### src/rtl/stage5_keymix_pipe.sv
// Key-mix pipeline stage: XORs four permuted bytes with rotated copies of the round key
// and buffers results through a two-entry main/skid register pair.
module stage5_keymix_pipe #(
    parameter int unsigned ROUNDS = 16
) (
    input  logic       clk,
    input  logic       reset,
    input  logic       Enable,
    input  logic       in_valid,
    output logic       in_ready,
    input  logic [7:0] a0,
    input  logic [7:0] b0,
    input  logic [7:0] c0,
    input  logic [7:0] d0,
    input  logic [7:0] k,
    output logic [7:0] w0,
    output logic [7:0] x0,
    output logic [7:0] y0,
    output logic [7:0] z0,
    output logic       out_valid,
    input  logic       out_ready,
    output logic [3:0] round_cnt,
    output logic       last
);

    typedef enum logic [1:0] {
        StEmpty,
        StOne,
        StFull
    } state_e;

    localparam logic [3:0] LastRound = 4'(ROUNDS - 1);

    state_e      state_q;
    logic [31:0] main_q;
    logic [31:0] skid_q;
    logic [3:0]  round_q;
    logic [31:0] mix;
    logic [7:0]  k_rot1;
    logic [7:0]  k_rot2;
    logic [7:0]  k_rot3;
    logic        accept;
    logic        send;

    assign k_rot1 = {k[6:0], k[7]};
    assign k_rot2 = {k[5:0], k[7:6]};
    assign k_rot3 = {k[4:0], k[7:5]};
    assign mix    = {a0 ^ k, b0 ^ k_rot1, c0 ^ k_rot2, d0 ^ k_rot3};

    // Enable gates both handshakes, so with Enable low no register can change.
    assign in_ready  = Enable & (state_q != StFull);
    assign out_valid = Enable & (state_q != StEmpty);
    assign accept    = in_valid & in_ready;
    assign send      = out_valid & out_ready;

    assign {w0, x0, y0, z0} = main_q;
    assign round_cnt        = round_q;
    assign last             = (round_q == LastRound);

    always_ff @(posedge clk) begin
        if (!reset) begin
            state_q <= StEmpty;
            main_q  <= '0;
            skid_q  <= '0;
            round_q <= '0;
        end else begin
            if (send) begin
                round_q <= (round_q == LastRound) ? 4'd0 : round_q + 4'd1;
            end
            case (state_q)
                StEmpty: begin
                    if (accept) begin
                        main_q  <= mix;
                        state_q <= StOne;
                    end
                end
                StOne: begin
                    if (accept && send) begin
                        main_q <= mix;
                    end else if (accept) begin
                        skid_q  <= mix;
                        state_q <= StFull;
                    end else if (send) begin
                        state_q <= StEmpty;
                    end
                end
                StFull: begin
                    if (send) begin
                        main_q  <= skid_q;
                        state_q <= StOne;
                    end
                end
                default: state_q <= StEmpty;
            endcase
        end
    end

endmodule

### config.mk
export PLATFORM = sky130hd
export DESIGN_NAME = stage5_keymix_pipe
export DESIGN_NICKNAME = d
export VERILOG_FILES = /design/src/rtl/stage5_keymix_pipe.sv
export SDC_FILE = /design/constraint.sdc
export NUM_CORES = 1
export LEC_CHECK = 0
export BUFFER_PORTS_ARGS = -buffer_cell sky130_fd_sc_hd__buf_4
export CAP_MARGIN = 5
export CORE_MARGIN = 1
export CORE_UTILIZATION = 60
export CTS_BUF_LIST = sky130_fd_sc_hd__clkbuf_4
export DETAILED_ROUTE_END_ITERATION = 8
export PLACE_DENSITY_LB_ADDON = 0.12
export SLEW_MARGIN = 30
export SYNTH_ARGS = -nofsm -noshare
export SYNTH_HDL_FRONTEND = slang
export SYNTH_SLANG_ARGS = --single-unit
### constraint.sdc
create_clock -name clk -period 2.35 [get_ports clk]
set_input_delay 0.47 -clock clk [delete_from_list [all_inputs] [get_ports clk]]
set_output_delay 0.47 -clock clk [all_outputs]
set_load 0.1 [all_outputs]
## Yosys cells after proc, flatten, opt, wreduce, memory -nomap -nowiden

Index checks and enable logic that the tools add are counted.
Widths: inputs -> output; s select.

- Eq/ne operators: 9
- Reductions and logical operators: 7
- $add $sub $neg: 1
- Muxes and demuxes: 11
- Bitwise gates (word level): 9

Operator list:

| operator | number |
|---|---|
| $mux 32 | 3 |
| $pmux 32 s3 | 1 |
| $xor 8x8->8 | 4 |
| $mux 2 | 5 |
| $ne 2x2->1 const B | 5 |
| $reduce_and 4->1 | 2 |
| $pmux 2 s3 | 1 |
| $add 4x1->4 const B | 1 |
| $and 1x1->1 | 4 |
| $eq 4x4->1 const B | 1 |
| $mux 4 | 1 |
| $ne 3x3->1 const B | 1 |
| $reduce_and 3->1 | 1 |
| $reduce_bool 3->1 | 1 |
| $eq 2x1->1 const B | 1 |
| $eq 2x2->1 const B | 1 |
| $logic_not 2->1 | 1 |
| $reduce_bool 2->1 | 1 |
| $logic_and 1x1->1 | 1 |
| $not 1->1 | 1 |

- Output and inout bits: 39
- Logic and storage cells: 41
- Flip-flop bits (word level): 70
- Bits of input ports: 45

## Depth between registers and ports, before layout

- Depth in word-level cells: 7
- Gate-level depth with buffers: 6
- Mapped depth without buffers: 5

## Worst setup path before layout

Ideal clock, no wire load.

- Path kind: flip-flop to output port
- Start: register state_q[1]
- End: output port in_ready
- Data required time: 1.880 ns
- Arrival: 2.222 ns
- Path slack: -0.342 ns
- Path buffers: 3
- Cell stages (with the launch flop): 6
- Cell sequence: dfxtp_1 buf_4 nor2b_1 buf_2 buf_2 nor2b_1

- Longest elaborated chain between the ends: 2

RTL lines:

| item | RTL line | text |
|---|---|---|
| start: declaration | 34 | `state_e state_q;` |
| start signal: assignment | 62 | `state_q <= StEmpty;` |
| start signal: assignment | 74 | `state_q <= StOne;` |
| start signal: assignment | 82 | `state_q <= StFull;` |
| $ne 2x2->1 | 51 | `assign in_ready = Enable & (state_q != StFull);` |
| $and 1x1->1 | 51 |  |
| end: declaration | 10 | `output logic in_ready,` |

Every way passes these cells.

## Worst setup path after layout

- Start: register state_q[0]
- End: output port in_ready

The elaborated chain is that of the path after synthesis.

==> results.md <==
* completed — result of the run
* buf_4, dfxtp_1, nand2_1 — top library cells by usage in the layout, fill and taps aside
* flip-flop — kind of start point of the critical path
* 4 — Pre-Repair DR Iteration Count
* 473 MHz — Max Fclk
* 2 — count of buffering cells on the critical path with inverters included
* 3590 um2 — area of the mapped netlist
* 641 nW/um2 — total power density per cell area
* 45.7% — worst rel slew slack
* 28.4% — global-route usage over all layers
* clkbuf_4 — root buffer cell
* 0 — Fin. Hold Viols
* 31 — count of unique library cells instantiated by Yosys
* 2.11 ns — clock period minus final worst setup slack
* 8530 um — Detailed Route WL
* 4360 um2 — post-route cell area
* 5460 um — DP Wirelength
* 39.1% — proportion of synthesized chip area in sequential cells
* 9.86 um2 — synthesized area per cell
* 79.3 um — floorplan die height
* 9 — number of CTS-inserted buffers
* 13,700 um — wire length of the first global-routing pass
* 0 — antenna cell count
* 0 — Post-route DRC
* 364 — synthesized instance count
* 409 — Fillers
* primary input to flip-flop — worst hold-check path type
* 0 — cts-stage hold buffer count
* 0.775 — placer congestion estimate
* 84 — I/O Pins
* 410 — synthesized netlist net count
* buf_4 — most common library cell in the layout ignoring fill and taps
* 0.0110 ns — Layout Skew
* 21.4% — layout overhead on the synthesized area
* 70 — number of synthesized register bits
* 1.88 ns — required time at the endpoint of the critical path
* 0 — YS warnings
* 0 — number of violations of the max-capacitance limit
* 34.1% — share of layout cells above drive strength 1
* 2 — CTS Buffer Depth
* 83 — number of buffer cells added on primary ports
* 0 — Final Setup Violations
* 0.813 ns — slew at the pin closest to its max-slew limit
* 79.3 um — Chip Width
* 16.8 um — WL/cell
* output pin — CP endpoint kind
* 431 uV — peak supply drop
* 27 — floorplan row count
* 183 — Initial DRC Count
* 1.64 ns — WP data arrival
* 4230 um2 — Placed Area
* 3 — # H-tree levels
* 2.24 nW — Static Leakage
* 479 — Final #Nets
* 0 — total count of max-transition violations in the final report
* flip-flop to output pin — Critical Setup Path Class
* 0.36 ns — delay of the slowest critical-path stage
* 0.40 ns — clock insertion delay at the later pin of the skew report
* 89.9% — post-route fraction of the period consumed by the critical path
* 0 — DRT antenna net count
* 3,045 — routed via count
* 5.98 — drt via density
* 5640 um2 — floorplan core area
* 6290 um2 — die area
* 0 — remaining global-route overflow
* 38 — largest driver fanout on the critical path
* buffers and inverters — kind of cell adding the most delay to the critical path
* buf_4 -> nor2b_2 -> nor2b_2 -> buf_4 — Critical Path, Cell by Cell
* done — CTS tree
* 2,863 — via count of the first global-routing pass
* 70 — number of clock sinks
* 0.10 ns — clock slew at reported path FFs
* 52 — maximum number of pins on one net before global-route repair
* 0 — antenna violations before repair
* 0 — postcts setup bufs
* 0 ns — summed negative setup slack over all endpoints
* false — unrepaired setup endpoints after global routing
* 63.6% — Initial Utilization
* dfxtp_1 — critical path's slowest cell
* 0 — Resize count post-CTS
==> tightest hold or removal path: cells and delay by family <==
family	cells	cell delay, ns
buf+inv	1	0.13
compound gates	2	0.19
==> synth_stat cells <==
| master | number | share of area [%] |
|---|---|---|
| clkbuf_1 | 20 | 2.1 |
| nand2_1 | 35 | 3.7 |
| o2111ai_1 | 1 | 0.24 |
| inv_1 | 2 | 0.21 |
| mux2_2 | 1 | 0.31 |
| nor2b_1 | 4 | 0.70 |
| a21oi_4 | 1 | 0.45 |
| a21oi_1 | 1 | 0.14 |
| or3b_2 | 32 | 7.8 |
| a211o_1 | 1 | 0.24 |
| a21boi_0 | 3 | 0.63 |
| dfxtp_1 | 70 | 39 |
| xnor2_1 | 1 | 0.24 |
| o211a_1 | 32 | 8.9 |
| and2_1 | 1 | 0.17 |
| o21a_1 | 2 | 0.42 |
| buf_6 | 3 | 0.94 |
| nor2_1 | 1 | 0.10 |
| o211ai_1 | 33 | 6.9 |
| nand4b_2 | 1 | 0.42 |
| o32ai_1 | 1 | 0.24 |
| or3_1 | 33 | 5.8 |
| and4b_1 | 1 | 0.28 |
| nand3_1 | 2 | 0.28 |
| ha_1 | 1 | 0.35 |
| mux2i_1 | 33 | 9.2 |
| buf_4 | 1 | 0.21 |
| xor2_1 | 33 | 8.1 |
| buf_2 | 12 | 1.7 |
| buf_1 | 1 | 0.10 |
| nand2b_1 | 1 | 0.17 |
==> flip-flops by register name, summed over array words and instances, names as in the netlist <==
signal,count
main_q,32
round_cnt,4
skid_q,32
state_q,2
==> path summary, 6_finish.rpt <==
| path | startpoint | end | slack, ns | depth (start not counted) |
|---|---|---|---|---|
| setup / recovery | state_q[0]$_SDFFE_PN0P_ | in_ready | 0.24 | 4 |
| hold / removal | Enable | state_q[0]$_SDFFE_PN0P_ | 0.44 | 3 |
| setup reg to reg | state_q[1]$_SDFFE_PN0P_ | main_q[8]$_SDFFE_PN0P_ | 0.51 | 5 |
| hold reg to reg | main_q[22]$_SDFFE_PN0P_ | main_q[22]$_SDFFE_PN0P_ | 0.47 | 2 |
==> metal layers <==
| metal | vias up | part of all wire, % | GRT usage, % | wire (um) |
|---|---|---|---|---|
| met1 | 1480 | 44 | 39.0 | 3770 |
| li1 | 1456 | - | - | - |
| met3 | 10 | 5.9 | 3.68 | 500 |
| met2 | 99 | 49 | 45.9 | 4160 |
| met5 | - | 0 | 0 | 0 |
| met4 | 0 | 1.2 | 9.45 | 105 |
==> logic make-up (layout without fill, tap and decap cells) <==
kind of cell | count (synthesis) | in the layout | synth area share (%)
DFF | 70 | 70 | 39.1
buffers and inverters | 39 | 112 | 5.23
muxes | 34 | 34 | 9.52
and+or+nand+nor | 111 | 111 | 19.4
adders and majority gates | 1 | 1 | 0.349
AOI/OAI and AO/OA | 75 | 75 | 18.2
xor gates and xnor gates | 34 | 34 | 8.30
==> per-stage QoR <==
stage,util (%),total power [W],hold WS (ns),instances,setup slack [ns]
floorplan,-,0.00188,0.464,364,0.0526
global placement,75.0,0.00208,0.445,494,0.470
detailed placement,75.0,0.00209,0.453,494,0.416
CTS,77.2,0.00281,0.428,509,0.227
global route,77.2,0.00289,0.461,509,0.171
finish,77.2,0.00279,0.442,509,0.238
==> power by group <==
group,internal [W],switching (W)
logic,0.000227,0.000562
clock network,0.000309,0.000417
registers,0.00125,0.0000313
==> cell type report <==
| class | instances | area [um2] | share of cell area, % |
|---|---|---|---|
| Multi-Input combinational cell | 255 | 2010 | 46.1 |
| Inverter | 2 | 7.51 | 0.172 |
| Tap cell | 72 | 90.1 | 2.07 |
| Clock inverter | 6 | 53.8 | 1.24 |
| Clock buffer | 9 | 67.6 | 1.55 |
| Timing Repair Buffer | 95 | 726 | 16.7 |
| Sequential cell | 70 | 1400 | 32.2 |
Power figures use the tool's default switching activity.
